[src/rtl/gray_conv_arbiter_if.sv]
// Request/result bundle for gray_conv_arbiter. The arbiter takes the slave side;
// requesters and the result consumer drive the master side.
interface gray_conv_arbiter_if #(
  parameter int WIDTH   = 3,
  parameter int NUM_REQ = 4,
  parameter int ID_W    = 2
);
  logic [NUM_REQ-1:0]       req_valid;
  logic [NUM_REQ-1:0]       req_mode;
  logic [NUM_REQ*WIDTH-1:0] req_data;
  logic [NUM_REQ-1:0]       req_ready;
  logic                     out_valid;
  logic [WIDTH-1:0]         out_data;
  logic                     out_mode;
  logic [ID_W-1:0]          out_id;
  logic                     out_ready;

  modport master (
    output req_valid, req_mode, req_data, out_ready,
    input  req_ready, out_valid, out_data, out_mode, out_id
  );

  modport slave (
    input  req_valid, req_mode, req_data, out_ready,
    output req_ready, out_valid, out_data, out_mode, out_id
  );
endinterface

[src/rtl/gray_conv_arbiter.sv]
// Round-robin shared binary<->Gray converter with a 1-deep registered result slot.
// Optional GRAY_CONV_ARB_STATS_EN adds conv_count and stall_flag outputs.
//
// state      | meaning
// SLOT_EMPTY | no result held, out_valid=0
// SLOT_FULL  | result held until out_ready, out_valid=1
module gray_conv_arbiter #(
  parameter int WIDTH   = 3,
  parameter int NUM_REQ = 4,
  parameter int ID_W    = 2
) (
  input  logic                 clk,
  input  logic                 rst,
  gray_conv_arbiter_if.slave   bus
`ifdef GRAY_CONV_ARB_STATS_EN
  ,
  output logic [15:0]          conv_count,
  output logic [0:0]           stall_flag
`endif
);

  typedef enum logic {
    SLOT_EMPTY = 1'b0,
    SLOT_FULL  = 1'b1
  } slot_state_t;

  slot_state_t      slot_q, slot_d;
  logic [ID_W-1:0]  rr_ptr;
  logic [ID_W-1:0]  grant_idx;
  logic             grant_hit;
  logic [NUM_REQ-1:0] grant;
  logic             slot_free;
  logic [WIDTH-1:0] sel_data;
  logic             sel_mode;
  logic [WIDTH-1:0] conv_data;
  logic [WIDTH-1:0] data_q;
  logic             mode_q;
  logic [ID_W-1:0]  id_q;

  function automatic logic [WIDTH-1:0] bin_to_gray(input logic [WIDTH-1:0] b);
    return b ^ (b >> 1);
  endfunction

  function automatic logic [WIDTH-1:0] gray_to_bin(input logic [WIDTH-1:0] g);
    logic [WIDTH-1:0] b;
    b = '0;
    b[WIDTH-1] = g[WIDTH-1];
    for (int k = WIDTH-2; k >= 0; k--) begin
      b[k] = b[k+1] ^ g[k];
    end
    return b;
  endfunction

  assign slot_free = (slot_q == SLOT_EMPTY) || bus.out_ready;

  // Scan from rr_ptr with wrap; first valid requester wins. Held off during reset.
  always_comb begin
    logic [ID_W-1:0] idx;
    grant     = '0;
    grant_idx = '0;
    grant_hit = 1'b0;
    idx       = '0;
    if (!rst && slot_free) begin
      for (int k = 0; k < NUM_REQ; k++) begin
        idx = ID_W'((int'(rr_ptr) + k) % NUM_REQ);
        if (!grant_hit && bus.req_valid[idx]) begin
          grant_hit  = 1'b1;
          grant_idx  = idx;
          grant[idx] = 1'b1;
        end
      end
    end
  end

  assign bus.req_ready = grant;
  assign sel_data  = bus.req_data[int'(grant_idx)*WIDTH +: WIDTH];
  assign sel_mode  = bus.req_mode[grant_idx];
  assign conv_data = sel_mode ? gray_to_bin(sel_data) : bin_to_gray(sel_data);

  always_ff @(posedge clk or posedge rst) begin
    if (rst) begin
      slot_q <= SLOT_EMPTY;
    end else begin
      slot_q <= slot_d;
    end
  end

  always_comb begin
    slot_d = slot_q;
    case (slot_q)
      SLOT_EMPTY: if (grant_hit) slot_d = SLOT_FULL;
      SLOT_FULL: begin
        if (grant_hit) begin
          slot_d = SLOT_FULL;
        end else if (bus.out_ready) begin
          slot_d = SLOT_EMPTY;
        end
      end
      default: slot_d = SLOT_EMPTY;
    endcase
  end

  // Payload holds its last value after a drain; only out_valid clears.
  always_ff @(posedge clk or posedge rst) begin
    if (rst) begin
      data_q <= '0;
      mode_q <= 1'b0;
      id_q   <= '0;
    end else if (grant_hit) begin
      data_q <= conv_data;
      mode_q <= sel_mode;
      id_q   <= grant_idx;
    end
  end

  always_ff @(posedge clk or posedge rst) begin
    if (rst) begin
      rr_ptr <= '0;
    end else if (grant_hit) begin
      if (grant_idx == ID_W'(NUM_REQ-1)) begin
        rr_ptr <= '0;
      end else begin
        rr_ptr <= grant_idx + ID_W'(1);
      end
    end
  end

  assign bus.out_valid = (slot_q == SLOT_FULL);
  assign bus.out_data  = data_q;
  assign bus.out_mode  = mode_q;
  assign bus.out_id    = id_q;

`ifdef GRAY_CONV_ARB_STATS_EN
  always_ff @(posedge clk or posedge rst) begin
    if (rst) begin
      conv_count <= '0;
    end else if (grant_hit && (conv_count != 16'hFFFF)) begin
      conv_count <= conv_count + 16'd1;
    end
  end

  assign stall_flag[0] = bus.out_valid && !bus.out_ready && (|bus.req_valid);
`endif

endmodule
[src/flat_wrapper.sv]
// flat-port wrapper written by rule: the top's interface ports become plain ports
module gray_conv_arbiter_flat 
#(
  parameter int WIDTH   = 3,
  parameter int NUM_REQ = 4,
  parameter int ID_W    = 2
)
  (clk, rst, bus_req_valid, bus_req_mode, bus_req_data, bus_out_ready, bus_req_ready, bus_out_valid, bus_out_data, bus_out_mode, bus_out_id);
  gray_conv_arbiter_if #(.WIDTH(WIDTH), .NUM_REQ(NUM_REQ), .ID_W(ID_W)) bus_i ();
  input  logic clk;
  input  logic rst;
  input wire logic [$bits(bus_i.req_valid)-1:0] bus_req_valid;
  input wire logic [$bits(bus_i.req_mode)-1:0] bus_req_mode;
  input wire logic [$bits(bus_i.req_data)-1:0] bus_req_data;
  input wire logic [$bits(bus_i.out_ready)-1:0] bus_out_ready;
  output wire logic [$bits(bus_i.req_ready)-1:0] bus_req_ready;
  output wire logic [$bits(bus_i.out_valid)-1:0] bus_out_valid;
  output wire logic [$bits(bus_i.out_data)-1:0] bus_out_data;
  output wire logic [$bits(bus_i.out_mode)-1:0] bus_out_mode;
  output wire logic [$bits(bus_i.out_id)-1:0] bus_out_id;
  assign bus_i.req_valid = bus_req_valid;
  assign bus_i.req_mode = bus_req_mode;
  assign bus_i.req_data = bus_req_data;
  assign bus_i.out_ready = bus_out_ready;
  assign bus_req_ready = bus_i.req_ready;
  assign bus_out_valid = bus_i.out_valid;
  assign bus_out_data = bus_i.out_data;
  assign bus_out_mode = bus_i.out_mode;
  assign bus_out_id = bus_i.out_id;
  gray_conv_arbiter #(.WIDTH(WIDTH), .NUM_REQ(NUM_REQ), .ID_W(ID_W)) u_core (.clk(clk), .rst(rst), .bus(bus_i));
endmodule
[config.mk]
export PLATFORM = sky130hd
export DESIGN_NAME = gray_conv_arbiter_flat
export DESIGN_NICKNAME = d
export VERILOG_FILES = /design/src/rtl/gray_conv_arbiter_if.sv /design/src/rtl/gray_conv_arbiter.sv /design/src/flat_wrapper.sv
export SDC_FILE = /design/constraint.sdc
export NUM_CORES = 1
export LEC_CHECK = 0
export CORE_ASPECT_RATIO = 2
export CORE_UTILIZATION = 40
export CTS_CLUSTER_DIAMETER = 100
export DETAILED_ROUTE_END_ITERATION = 10
export PLACE_DENSITY = 0.7
export SYNTH_ARGS = -nofsm -noshare
export SYNTH_HDL_FRONTEND = slang
export SYNTH_SLANG_ARGS = --single-unit
[constraint.sdc]
create_clock -name clk -period 3.8 [get_ports clk]
set_clock_uncertainty 0.05 [all_clocks]
set_input_delay 0.76 -clock clk [delete_from_list [all_inputs] [get_ports clk]]
set_output_delay 0.76 -clock clk [all_outputs]
set_load 0.005 [all_outputs]
Yosys cells after proc, flatten, opt, wreduce, memory -nomap -nowiden
Index checks and enable logic that the tools add are counted.
Word-level totals
  bits in registers: 9
  logic and storage cells: 86
  input port bits: 23
Cells by class
  bitwise operators: 7
  mux-type cells: 45
  equality and inequality tests: 1
  shifts and indexed selects: 1
  add/sub/neg operators: 4
  magnitude comparators: 9
  multipliers: 1
  reduce and logical (&&, ||, !) cells: 13
Operators by type and width (number)
  $mux 4: 8
  $shiftx 12x32->3: 1
  $mux 1: 20
  $lt 2x3->1 const B: 5
  $mux 2: 6
  $or 4x4->4: 3
  $bmux 1 s2: 5
  $demux 1 s2: 4
  $ge 2x1->1 const B: 4
  $logic_and 1x1->1: 8
  $add 2x1->2 const B: 2
  $add 2x2->2 const B: 2
  $logic_not 1->1: 4
  $mul 2x2->4 const B: 1
  $mux 3: 1
  $xor 3x2->3: 1
  $eq 2x2->1 const B: 1
  $pmux 1 s2: 1
  $xor 1x1->1: 2
  $logic_or 1x1->1: 1
  $not 1->1: 1

Logic depth before layout (Yosys ltp)
  word-level depth: 21
  gate-level depth with buffers: 14
  mapped depth without buffers: 10

Least setup slack after synthesis
No wires, ideal clock.
  path type: register to register
  start: register u_core.rr_ptr[1]
  end: register u_core.data_q[0], in the netlist u_core.bus.out_data[0]
  slack: 0.553 ns
  required time: 3.658 ns
  cell stages (with the launch flop): 14
  data arrival time: 3.105 ns
  buffers on the path: 3
  period minus slack after synthesis: 3.247 ns
  setup time: 0.092 ns
  path through: dfrtp_1 -> clkbuf_1 -> inv_1 -> ha_1 -> buf_6 -> or3b_1 -> a2111oi_2 -> or3_1 -> buf_6 -> o21ai_2 -> a221o_1 -> a211oi_2 -> a211oi_1 -> o31ai_2
On the way
  cells in the longest elaborated chain, start to end: 21
  elaborated cells on any way between the ends: 38
  classes of those cells: add/sub: 3; mul: 1; shift: 1; mux: 24; bitwise: 3; reduce/logical: 6
RTL lines
  start: declaration: RTL line gray_conv_arbiter.sv:28  | logic [ID_W-1:0] rr_ptr;
  start signal: assignment: RTL line gray_conv_arbiter.sv:123  | rr_ptr <= grant_idx + ID_W'(1);
  $bmux 1 s2: RTL line gray_conv_arbiter.sv:66  | if (!grant_hit && bus.req_valid[idx]) begin
  $mux 1 (implied by the code): RTL line gray_conv_arbiter.sv:66
  $mux 1: RTL line gray_conv_arbiter.sv:66
  $mux 1: RTL line gray_conv_arbiter.sv:63  | if (!rst && slot_free) begin
  $logic_not 1->1: RTL line gray_conv_arbiter.sv:66
  $logic_and 1x1->1: RTL line gray_conv_arbiter.sv:66
  $mux 1: RTL line gray_conv_arbiter.sv:66
  $mux 1: RTL line gray_conv_arbiter.sv:63
  (+4 left out)
  $logic_not 1->1: RTL line gray_conv_arbiter.sv:66
  $logic_and 1x1->1: RTL line gray_conv_arbiter.sv:66
  $mux 2: RTL line gray_conv_arbiter.sv:66
  $mux 2: RTL line gray_conv_arbiter.sv:63
  $mul 2x2->4: RTL line gray_conv_arbiter.sv:76  | assign sel_data = bus.req_data[int'(grant_idx)*WIDTH +: WIDTH];
  $shiftx 12x32->3: RTL line gray_conv_arbiter.sv:76
  $xor 1x1->1 (2 in series): RTL line gray_conv_arbiter.sv:49  | b[k] = b[k+1] ^ g[k];
  $mux 3: RTL line gray_conv_arbiter.sv:78  | assign conv_data = sel_mode ? gray_to_bin(sel_data) : bin_to_gray(sel_data);
  end signal: assignment: RTL line gray_conv_arbiter.sv:110  | data_q <= conv_data;
  end: declaration: RTL line gray_conv_arbiter.sv:36  | logic [WIDTH-1:0] data_q;
Several ways; a longest one is shown, not always the timed one. The select of a mux whose other input is x is not followed.
A chain may end at the register's enable or synchronous reset.

Worst setup path after layout
  start: register u_core.rr_ptr[0]
  end: output port bus_req_ready[3]
On the way
  cells in the longest elaborated chain, start to end: 16
  elaborated cells on any way between the ends: 54
  classes of those cells: add/sub: 3; order compare: 8; mux: 30; bitwise: 3; reduce/logical: 10
RTL lines
  branches (longest 14 deep; another with $lt 2x3->1)
  $mux 4 (*): RTL line gray_conv_arbiter.sv:66
  $mux 4 (*): RTL line gray_conv_arbiter.sv:63
  end: declaration: RTL line flat_wrapper.sv:16  | output wire logic [$bits(bus_i.req_ready)-1:0] bus_req_ready;
Mark *: on every way between the ends. The select of a mux whose other input is x is not followed.

==> results.sh <==
export IMPL_status="finished, final reports clean"
export IMPL_final_cell_mix="clkdlybuf4s50_1, buf_4, nand2_1, nor2_1, dfrtp_1"
export IMPL_synth_area_um2=1120
export IMPL_post_route_period_util_pct=96.0
export IMPL_syn_area_per_cell_um2=9.15
export IMPL_vdd_ir_drop_max_v=0.000421
export IMPL_diodes=0
export IMPL_synthArstFlopShare_pct=100
export IMPL_drtIter0Drc=26
export IMPL_synth_top_family_by_area="compound AO/OA/AOI/OAI gates"
export IMPL_pre_cts_slack_ns=-0.0337
export IMPL_drc=0
export IMPL_fp_row_count=26
export IMPL_max_slew_worst_pin_slew_ns=0.331
export IMPL_port_buffers=33
export IMPL_final_nets=202
export IMPL_clk_pin_slew_ns=0.05
export IMPL_synth_nets=153
export IMPL_finalWeightedCongestion=0.738
export IMPL_path_max_fanout=9
export IMPL_muxShareOfSynthArea_pct=11.8
export IMPL_cts_made_buffers=3
export IMPL_synth_seq_cells=9
export IMPL_timing_worst_setup_path_type="reg2out"
export IMPL_powerDensity_nw_per_um2=712
export IMPL_setup_viol=0
export IMPL_first_global_vias=1184
export IMPL_start_kind="flop"
export IMPL_postCtsSetupBuffers=0
export IMPL_cts_tree="yes"
export IMPL_drt_vias_per_instance=5.89
export IMPL_num_fill_cells=229
export IMPL_hold_viol_final=0
export IMPL_synth_compound_area_share_pct=29.7
export IMPL_mostFrequentLayoutCell="clkdlybuf4s50_1"
export IMPL_syn_inst=122
export IMPL_synthSimpleGateAreaFrac_pct=18.9
export IMPL_clock_latency_ns=0.24
export IMPL_synth_edf_count=0
export IMPL_grt_pass1_wl_um=4960
export IMPL_crit_required_ns=2.99
export IMPL_worstPathArrival_ns=2.84
export IMPL_overflow=0
export IMPL_max_slew_margin_pct=77.8
export IMPL_synth_main_ff_cell="dfrtp_1"
export IMPL_slew_viol_final=0
export IMPL_cts_sinks=9
export IMPL_cap_violations=0
export IMPL_yosys_warnings=0
export IMPL_fin_cells=198
export IMPL_timing_fmax_mhz=274
export IMPL_rsz0062_at_grt="false"
export IMPL_dieArea_um2=3020
export IMPL_whs_ns=0.439
export IMPL_p_leak_nw=0.738
export IMPL_grt_max_degree=18
export IMPL_dpl_cell_count=194
export IMPL_ys_seq_area_share_pct=20.2
export IMPL_post_route_worst_setup_slack_ns=0.152
export IMPL_synth_xor_area_share_pct=0.785
export IMPL_io_pins=34
export IMPL_die_width_um=39.4
export IMPL_drive_above_1_share_pct=26.5
export IMPL_vias=1167
export IMPL_postRouteAntennaNets=0
export IMPL_start_util_pct=42.9
export IMPL_synth_cell_types=47
export IMPL_fp_dieH_um=76.7
export IMPL_dp_hpwl_um=2530
export IMPL_synth_adder_area_share_pct=8.97
export IMPL_hold_class="reg2reg"
export IMPL_first_pass_iters=4
export IMPL_cts_root_buf="clkbuf_8"
export IMPL_clockBufferDepth=2
export IMPL_period_minus_slack_ns=3.65
export IMPL_antenna_found_initial=0
export IMPL_wl_per_cell_um=15.9
export IMPL_end_kind="output port"
export IMPL_area_growth_pct=46.5
export IMPL_htreeDepth=1
export IMPL_drt_total_wl_um=3160
export IMPL_grt_usage_pct=22.6
export IMPL_core_area_um2=2600
==> repair_timing <==
item	CTS	global route
endpoints found under the hold margin	0	0
resized for setup	3	8
endpoints found under the setup margin	4	4
hold buffers	0	0
==> through the flow <==
| stage | utilization, % | cell area [um^2] | TNS, ns | power, mW |
|---|---|---|---|---|
| after floorplan | - | 1120 | 0 | 0.734 |
| after global placement | 59.9 | 1560 | 0 | 0.980 |
| after detailed placement | 59.9 | 1560 | -0.0974 | 1.01 |
| after CTS | 61.8 | 1610 | 0 | 1.14 |
| after global routing | 62.8 | 1640 | 0 | 1.25 |
| final | 62.8 | 1640 | 0 | 1.17 |
==> flip-flops by register name, summed over array words and instances, names as in the netlist <==
signal	cells
u_core.bus.out_data	3
u_core.bus.out_id	2
u_core.bus.out_mode	1
u_core.bus.out_valid	1
u_core.rr_ptr	2
==> worst max-delay path, stage by stage, from the launching register on <==
cell             delay (ns)
dfrtp_1                0.37
inv_1                  0.21
ha_2                   0.38
or3b_1                 0.41
a2111oi_2              0.31
or3_4                  0.23
a221oi_1               0.08
nor2_1                 0.11
clkdlybuf4s50_1        0.50
==> Yosys cell counts (all sizes together), types with 2 or more instances <==
library cell / count / area share [%]
a211oi: 3 / 2.5
a21oi: 2 / 0.90
a221o: 2 / 1.8
a221oi: 7 / 6.1
a22oi: 4 / 2.7
a31oi: 4 / 2.2
a32oi: 2 / 2.2
and2: 5 / 2.8
buf: 10 / 8.3
dfrtp: 9 / 20
ha: 8 / 9.0
inv: 3 / 1.0
mux2: 5 / 5.0
mux2i: 3 / 2.7
mux4: 2 / 4.0
nand2: 15 / 5.0
nand2b: 2 / 1.1
nand3: 2 / 0.90
nor2: 11 / 3.7
o211a: 2 / 1.8
o21ai: 2 / 1.2
o22ai: 2 / 1.1
==> cells by family (layout without fill, tap and decap cells) <==
group	after synthesis	after routing
AND/OR/NAND/NOR	43	43
AO/OA/AOI/OAI	37	37
buffers and inverters	14	62
multiplexers	10	10
flip-flops	9	9
adder cells (fa/ha/maj)	8	8
XOR/XNOR	1	1
==> final timing paths <==
check / start / endpoint / slack [ns] / cells after the start
max: u_core.rr_ptr[0]$_DFFE_PP0P_ / bus_req_ready[3] / 0.15 / 8
max reg2reg: u_core.rr_ptr[0]$_DFFE_PP0P_ / u_core.bus.out_data[0]$_DFFE_PP0P_ / 0.50 / 12
min in group asynchronous: rst / u_core.rr_ptr[1]$_DFFE_PP0P_ / 0.70 / 2
max in group asynchronous: rst / u_core.bus.out_data[0]$_DFFE_PP0P_ / 2.81 / 2
min reg2reg: u_core.bus.out_id[0]$_DFFE_PP0P_ / u_core.bus.out_id[0]$_DFFE_PP0P_ / 0.44 / 2
min: u_core.bus.out_id[0]$_DFFE_PP0P_ / u_core.bus.out_id[0]$_DFFE_PP0P_ / 0.44 / 2
==> power by group <==
part,internal (mW),switching [mW]
clock,0.0720,0.0440
sequential,0.140,0.0226
combinational,0.443,0.443
total,0.655,0.510
==> metal layers <==
| layer | GRT usage [%] | vias to the layer above | routed length, um |
|---|---|---|---|
| met5 | 0 | - | 0 |
| met4 | 11.7 | 0 | 107 |
| met3 | 1.73 | 9 | 95 |
| met2 | 42.8 | 31 | 1860 |
| met1 | 21.2 | 567 | 1100 |
| li1 | - | 560 | - |
==> area by class of cell <==
| type | instances | area [um^2] | share of cell area, % |
|---|---|---|---|
| repair buffers | 55 | 500 | 30.6 |
| clock inverters | 1 | 5.00 | 0.306 |
| clock buffers | 3 | 41.3 | 2.52 |
| inverters | 3 | 11.3 | 0.689 |
| multi-input cells | 99 | 817 | 50.0 |
| well taps | 28 | 35.0 | 2.14 |
| flip-flops and latches | 9 | 225 | 13.8 |
No activity file was read; power rests on OpenSTA's default activity.
